[config.mk]
export PLATFORM = sky130hd
export DESIGN_NAME = wb_frame_dma
export DESIGN_NICKNAME = d
export VERILOG_FILES = /design/src/rtl/wb_frame_dma.sv
export SDC_FILE = /design/constraint.sdc
export NUM_CORES = 1
export LEC_CHECK = 0
export BUFFER_PORTS_ARGS = -buffer_cell sky130_fd_sc_hd__buf_2
export CELL_PAD_IN_SITES_DETAIL_PLACEMENT = 1
export CELL_PAD_IN_SITES_GLOBAL_PLACEMENT = 1
export CORE_UTILIZATION = 33
export DETAILED_ROUTE_END_ITERATION = 10
export GPL_ROUTABILITY_DRIVEN = 0
export HOLD_SLACK_MARGIN = 0.03
export PLACE_DENSITY = 0.86
export SLEW_MARGIN = 20
export SYNTH_ARGS = -nofsm -noshare
export SYNTH_HDL_FRONTEND = slang
export SYNTH_SLANG_ARGS = --single-unit
[constraint.sdc]
create_clock -name clk -period 2.4 [get_ports clk]
set_input_delay 0.24 -clock clk [delete_from_list [all_inputs] [get_ports clk]]
set_output_delay 0.24 -clock clk [all_outputs]
set_load 0.02 [all_outputs]
[src/rtl/wb_frame_dma.sv]
// Wishbone initiator for the sobel accelerator: streams a frame in, starts the
// core, waits for done, then reads the result frame back out to a sink stream.
module wb_frame_dma #(
    parameter int                ADDR_W  = 22,
    parameter int                DATA_W  = 32,
    parameter logic [ADDR_W-1:0] WR_LAST = 22'h4B000,
    parameter logic [ADDR_W-1:0] RD_LAST = 22'h4AB00
) (
    input  logic              clk,
    input  logic              rst,
    input  logic              go,
    input  logic              src_valid,
    input  logic [DATA_W-1:0] src_data,
    output logic              src_ready,
    output logic              snk_valid,
    output logic [DATA_W-1:0] snk_data,
    input  logic              snk_ready,
    output logic              cyc_o,
    output logic              stb_o,
    output logic              we_o,
    output logic [ADDR_W-1:0] adr_o,
    output logic [DATA_W-1:0] dat_o,
    input  logic [DATA_W-1:0] dat_i,
    input  logic              ack_i,
    output logic              start_o,
    input  logic              done_i,
    output logic              busy,
    output logic              finished
);

    typedef enum logic [2:0] {
        IDLE,
        WR_FETCH,
        WR_WAIT,
        RUN,
        RD_REQ,
        RD_WAIT,
        RD_PUSH,
        FIN
    } state_t;

    state_t state_reg;

    localparam logic [ADDR_W-1:0] ADR_STEP = ADDR_W'(4);

    // Decoded from state so they drop together with the asynchronous reset.
    assign src_ready = (state_reg == WR_FETCH);
    assign busy      = (state_reg != IDLE);
    assign finished  = (state_reg == FIN);

    always_ff @(posedge clk or posedge rst) begin
        if (rst) begin
            state_reg <= IDLE;
            cyc_o     <= 1'b0;
            stb_o     <= 1'b0;
            we_o      <= 1'b0;
            adr_o     <= '0;
            dat_o     <= '0;
            start_o   <= 1'b0;
            snk_valid <= 1'b0;
            snk_data  <= '0;
        end else begin
            case (state_reg)
                IDLE: begin
                    if (go) begin
                        we_o      <= 1'b1;
                        cyc_o     <= 1'b1;
                        state_reg <= WR_FETCH;
                    end
                end
                WR_FETCH: begin
                    if (src_valid) begin
                        dat_o     <= src_data;
                        stb_o     <= 1'b1;
                        state_reg <= WR_WAIT;
                    end
                end
                WR_WAIT: begin
                    if (ack_i) begin
                        stb_o <= 1'b0;
                        if (adr_o == WR_LAST) begin
                            cyc_o     <= 1'b0;
                            adr_o     <= '0;
                            start_o   <= 1'b1;
                            state_reg <= RUN;
                        end else begin
                            adr_o     <= adr_o + ADR_STEP;
                            state_reg <= WR_FETCH;
                        end
                    end
                end
                RUN: begin
                    if (done_i) begin
                        start_o   <= 1'b0;
                        we_o      <= 1'b0;
                        adr_o     <= '0;
                        state_reg <= RD_REQ;
                    end
                end
                RD_REQ: begin
                    cyc_o     <= 1'b1;
                    stb_o     <= 1'b1;
                    state_reg <= RD_WAIT;
                end
                RD_WAIT: begin
                    if (ack_i) begin
                        snk_data  <= dat_i;
                        snk_valid <= 1'b1;
                        stb_o     <= 1'b0;
                        state_reg <= RD_PUSH;
                    end
                end
                RD_PUSH: begin
                    if (snk_ready) begin
                        snk_valid <= 1'b0;
                        if (adr_o == RD_LAST) begin
                            cyc_o     <= 1'b0;
                            state_reg <= FIN;
                        end else begin
                            adr_o     <= adr_o + ADR_STEP;
                            state_reg <= RD_REQ;
                        end
                    end
                end
                FIN: begin
                    // Leave the write-data bus clean so IDLE presents all zeros.
                    dat_o     <= '0;
                    adr_o     <= '0;
                    state_reg <= IDLE;
                end
                default: state_reg <= IDLE;
            endcase
        end
    end

endmodule

### Word-level counts from Yosys, hierarchy flattened

Index checks and enable logic that the tools add are counted.

| storage, ports and cells | value |
|---|---|
| bits of input ports | 71 |
| output and inout port bits | 94 |
| logic and storage cells | 82 |
| register bits | 94 |

| operators by class | value |
|---|---|
| muxes and demuxes | 34 |
| add/sub/neg operators | 1 |
| equality and inequality tests | 19 |
| reductions and logical operators | 19 |

Operators by type and width:

| cell | count |
|---|---|
| $mux 22 | 5 |
| $pmux 22 s4 | 1 |
| $pmux 32 s2 | 1 |
| $eq 22x19->1 const B | 2 |
| $mux 32 | 1 |
| $pmux 3 s8 | 1 |
| $add 22x3->22 const B | 1 |
| $mux 3 | 6 |
| $ne 2x2->1 const B | 9 |
| $eq 3x3->1 const B | 4 |
| $mux 1 | 12 |
| $reduce_and 6->1 | 2 |
| $reduce_and 3->1 | 3 |
| $reduce_bool 2->1 | 4 |
| $reduce_bool 4->1 | 2 |
| $eq 3x2->1 const B | 2 |
| $pmux 1 s2 | 3 |
| $reduce_bool 3->1 | 2 |
| $reduce_and 5->1 | 1 |
| $mux 2 | 2 |
| $pmux 1 s4 | 1 |
| $reduce_and 2->1 | 2 |
| $reduce_and 4->1 | 1 |
| $eq 3x1->1 const B | 1 |
| 4 further kinds | 4 |

### Depth between registers and ports, before layout

| depth | value |
|---|---|
| word-level depth | 4 |
| gate-level depth with buffers | 8 |
| mapped depth without buffers | 7 |

### Least setup slack after synthesis

No wires, ideal clock.

| path | value |
|---|---|
| path type | reg2reg |
| start | register adr_o[3] |
| end | register adr_o[16] |
| cell stages (with the launch flop) | 8 |
| setup slack | 0.201 ns |
| data required time | 2.268 ns |
| arrival | 2.067 ns |
| clock period less this slack | 2.199 ns |
| library setup time | 0.132 ns |
| path buffers | 1 |
| path through | dfrtp_1 > ha_1 > nand3_1 > or4_4 > buf_6 > or4_4 > xnor2_2 > o22ai_1 |

| between the ends | value |
|---|---|
| longest elaborated chain between the ends | 4 |
| elaborated cells on any way between the ends | 10 |
| those cells by class | add/sub: 1; eq/ne: 3; mux: 5; reduce/logical: 1 |

RTL lines:

| what | line | text |
|---|---|---|
| start: declaration | 21 | `output logic [ADDR_W-1:0] adr_o,` |
| start signal: assignment | 87 | `adr_o <= adr_o + ADR_STEP;` |
| start signal: assignment | 120 | `adr_o <= adr_o + ADR_STEP;` |
| $add 22x3->22 or $eq 22x19->1 (tied branches) | 87, 120, 81 |  |
| $mux 22 (on tied branches) | 116, 81 |  |
| $mux 22 (on tied branches) | 114, 79 |  |
| $pmux 22 s4 | 63 | `case (state_reg)` |

Parallel ways exist; a longest one is shown, timed or not. The select of a mux whose other input is x is not followed.
A chain may end at the register's enable or synchronous reset.

### Worst setup path in the final report

Ends and elaborated chain as after synthesis.

==> reports/metrics.csv <==
stage,metric,value,unit
grt,grt_max_degree,65,
floorplanning,boundaryPins,165,
synth,yosys_warnings,0,
sta,worst_clock_skew,0.00906,ns
power_and_ir_drop,power.internal,4.10,mW
synth,ys_async_sr_fraction,100,%
power_and_ir_drop,seqPwrFrac,36.8,%
synth,synth_ff_type,dfrtp_1,
layout,drive_above_1_share,40.4,%
route,avgRoutedWirePerCell,16.2,um
clock_tree,cts_sinks,92,
place,dp_hpwl,8.87,mm
outcome,status,"complete, no violations",
layout,top_regs,"dat_o: 32 flops, snk_data: 32 flops, adr_o: 20 flops",
grt,grt.overflow.total,0,
layout,fin_area,0.00559,mm2
clock_tree,clk_latency,0.34,ns
synth,syn_inst,422,
route,drtIter0Drc,190,
clock_tree,clkTransAtPathRegs,0.07,ns
clock_tree,cts_tree,done,
sta,rsz0062_at_grt,no,
critical_path,setup.worst_path.start_class,flop,
route,via_count,3766,
sta,timing.slew.headroom,51.1,%
synth,ys_seq_area_share,54.4,%
layout,nNetsFinal,655,
power_and_ir_drop,power.density,1210,mW/mm2
route,postRouteAntennaNets,0,
critical_path,cp-end-kind,flop,
sta,hold_viol_final,0,
synth,synth_area,0.00423,mm2
sta,layout_min_cycle_time,2.20,ns
floorplanning,dieArea,0.0133,mm2
place,pre_cts_ws,-0.163,ns
synth,synth_edf_count,0,
floorplanning,rows,41,
power_and_ir_drop,switching_share,39.6,%
power_and_ir_drop,vdd_drop_max,0.497,mV
layout,regArea,0.00230,mm2
hold_path,hp-class,input pin to async pin,
layout,final_common_cell,buf_2,
critical_path,criticalPathCategory,flop to flop,
clock_tree,cts_max_level,3,
place,numPortBuffers,162,
route,routed_via_density,4.96,
sta,final_max_slew_viol_count,0,
grt,grt_pass1_wl,19.6,mm
layout,diodes,0,
grt,antenna_found_initial,0,
floorplanning,die_h,115,um
sta,final.period_utilization,91.9,%
critical_path,rrSetupSlack,0.20,ns
grt,grt_usage,19.1,%
power_and_ir_drop,switching_power,2.69,mW
layout,final_core_util,44.5,%
critical_path,crit_arrival,2.43,ns
clock_tree,cts_root_buf,clkbuf_16,
sta,setup_ws,0.195,ns
synth,avgSynthCellArea,10.0,um2
layout,multi_input_area,0.00173,mm2
power_and_ir_drop,leakagePower,2.68,nW
sta,setup_viol,0,
sta,worstMarginPinSlew,0.733,ns
sta,fmax,454,MHz
power_and_ir_drop,clkPwrFrac,23.0,%
clock_tree,ctsLongestPathBuffers,2,
synth,ys_seq_elements,92,
place,dp_cells,741,
layout,syn_to_final_growth,32.1,%
place,place_area,0.00523,mm2
route,dr.pass1.iters,5,
run,cap_violations,0,
layout,n_fill_cell,1474,
route,wl,12.3,mm
layout,mostFrequentLayoutCells,"buf_2 (162), dfrtp_1 (92), nand2_1 (87), o21ai_0 (51), mux2_2 (35)",
clock_tree,cts_buffers,9,
grt,grt_pass1_vias,3872,
floorplanning,core,0.0126,mm2
power_and_ir_drop,share_comb_of_total_power,40.2,%
route,drc_errors,0,
critical_path,crit_required,2.62,ns
floorplanning,die_width,115,um
critical_path,cp_max_fo,8,
synth,ys_types,43,
layout,finalNonFillerCells,759,
sta,hold-worst-slack,0.0484,ns
clock_tree,cts.hold.buffers_added,0,
floorplanning,start_util,33.7,%
## per-stage QoR
| step | power [mW] | setup TNS [ns] |
|---|---|---|
| after floorplan | 4.24 | 0 |
| after global placement | 5.11 | 0 |
| after detailed placement | 5.27 | -2.28 |
| after CTS | 6.87 | 0 |
| after global routing | 7.27 | 0 |
| final | 6.80 | 0 |
## timing repair
item                       CTS  global route
gates resized for setup      1             1
pin swaps                    0             1
setup buffers                0             2
setup endpoints to repair   19            19
## cell families (layout without fill, tap and decap cells)
family,count (synthesis),in the layout,share of synthesized area (%)
AO/OA/AOI/OAI,90,90,13.1
other,1,2,0.0886
buffers and inverters,52,216,4.99
multiplexers,37,37,9.78
adder cells (fa/ha/maj),2,2,0.591
XOR/XNOR,6,6,1.42
AND/OR/NAND/NOR,142,142,15.6
flip-flops,92,92,54.4
## critical path, stage by stage (launching register included)
cell and delay [ns]:
dfrtp_1 0.42, ha_1 0.22, nand3_1 0.17, or4_4 0.59, or4_4 0.45, xnor2_2 0.14, o22ai_1 0.08
## layout make-up
cell class                      instances  share of cell area [%]
Clock buffer                           11                    4.34
Tap cell                              172                    3.85
Sequential cell                        92                    41.2
Inverter                               25                    1.74
Multi-Input combinational cell        279                    31.0
Clock inverter                          5                    1.48
Timing Repair Buffer                  175                    16.5
## power by group through the flow
| stage | Combinational (mW) | Clock, mW | Sequential [mW] |
|---|---|---|---|
| after detailed placement | 2.74 | 0 | 2.53 |
| after global placement | 2.64 | 0 | 2.47 |
| after floorplan | 1.11 | 0 | 3.13 |
| after global routing | 3.01 | 1.68 | 2.58 |
| final | 2.73 | 1.56 | 2.50 |
| after CTS | 2.75 | 1.62 | 2.50 |
## synthesized netlist by cell type (2+ instances only)
| library cell | number | share of area (%) |
|---|---|---|
| dfrtp_1 | 92 | 54 |
| nand2_1 | 87 | 7.7 |
| o21ai_0 | 51 | 6.0 |
| mux2_2 | 35 | 9.3 |
| inv_1 | 25 | 2.2 |
| clkbuf_1 | 23 | 2.0 |
| o221ai_1 | 15 | 3.1 |
| nor2_1 | 8 | 0.71 |
| nor3_1 | 7 | 0.83 |
| o22ai_1 | 7 | 1.0 |
| a21oi_1 | 5 | 0.59 |
| nand3_1 | 5 | 0.59 |
| nand4_1 | 5 | 0.74 |
| xnor2_1 | 5 | 1.0 |
| and2_1 | 4 | 0.59 |
| nand2b_1 | 4 | 0.59 |
| or3_1 | 4 | 0.59 |
| and3_1 | 3 | 0.44 |
| nor4_1 | 3 | 0.44 |
| nor4b_1 | 3 | 0.62 |
| a31oi_1 | 2 | 0.30 |
| buf_4 | 2 | 0.35 |
| ha_1 | 2 | 0.59 |
| mux2i_1 | 2 | 0.47 |
| nor2b_1 | 2 | 0.30 |
| o211ai_1 | 2 | 0.35 |
| or2_2 | 2 | 0.30 |
| or4_4 | 2 | 0.53 |
## path summary, 6_finish.rpt
| check | startpoint | to | cells past startpoint |
|---|---|---|---|
| setup / recovery | adr_o[3]$_DFFE_PP0P_ | adr_o[16]$_DFFE_PP0P_ | 6 |
| hold / removal | rst | snk_data[26]$_DFFE_PP0P_ | 3 |
| setup reg to reg | adr_o[3]$_DFFE_PP0P_ | adr_o[16]$_DFFE_PP0P_ | 6 |
| hold reg to reg | snk_valid$_DFFE_PP0P_ | snk_valid$_DFFE_PP0P_ | 2 |
| max in group asynchronous | rst | adr_o[13]$_DFFE_PP0P_ | 3 |
| min in group clk | src_data[21] | dat_o[21]$_DFFE_PP0P_ | 3 |
## layer usage
| layer | vias to the layer above | part of all wire (%) | GRT usage [%] |
|---|---|---|---|
| li1 | 1780 | - | - |
| met1 | 1839 | 42 | 23.3 |
| met2 | 132 | 50 | 32.2 |
| met3 | 15 | 6.2 | 4.38 |
| met4 | 0 | 1.5 | 8.57 |
| met5 | - | 0 | 0 |
Power figures use the tool's default switching activity.
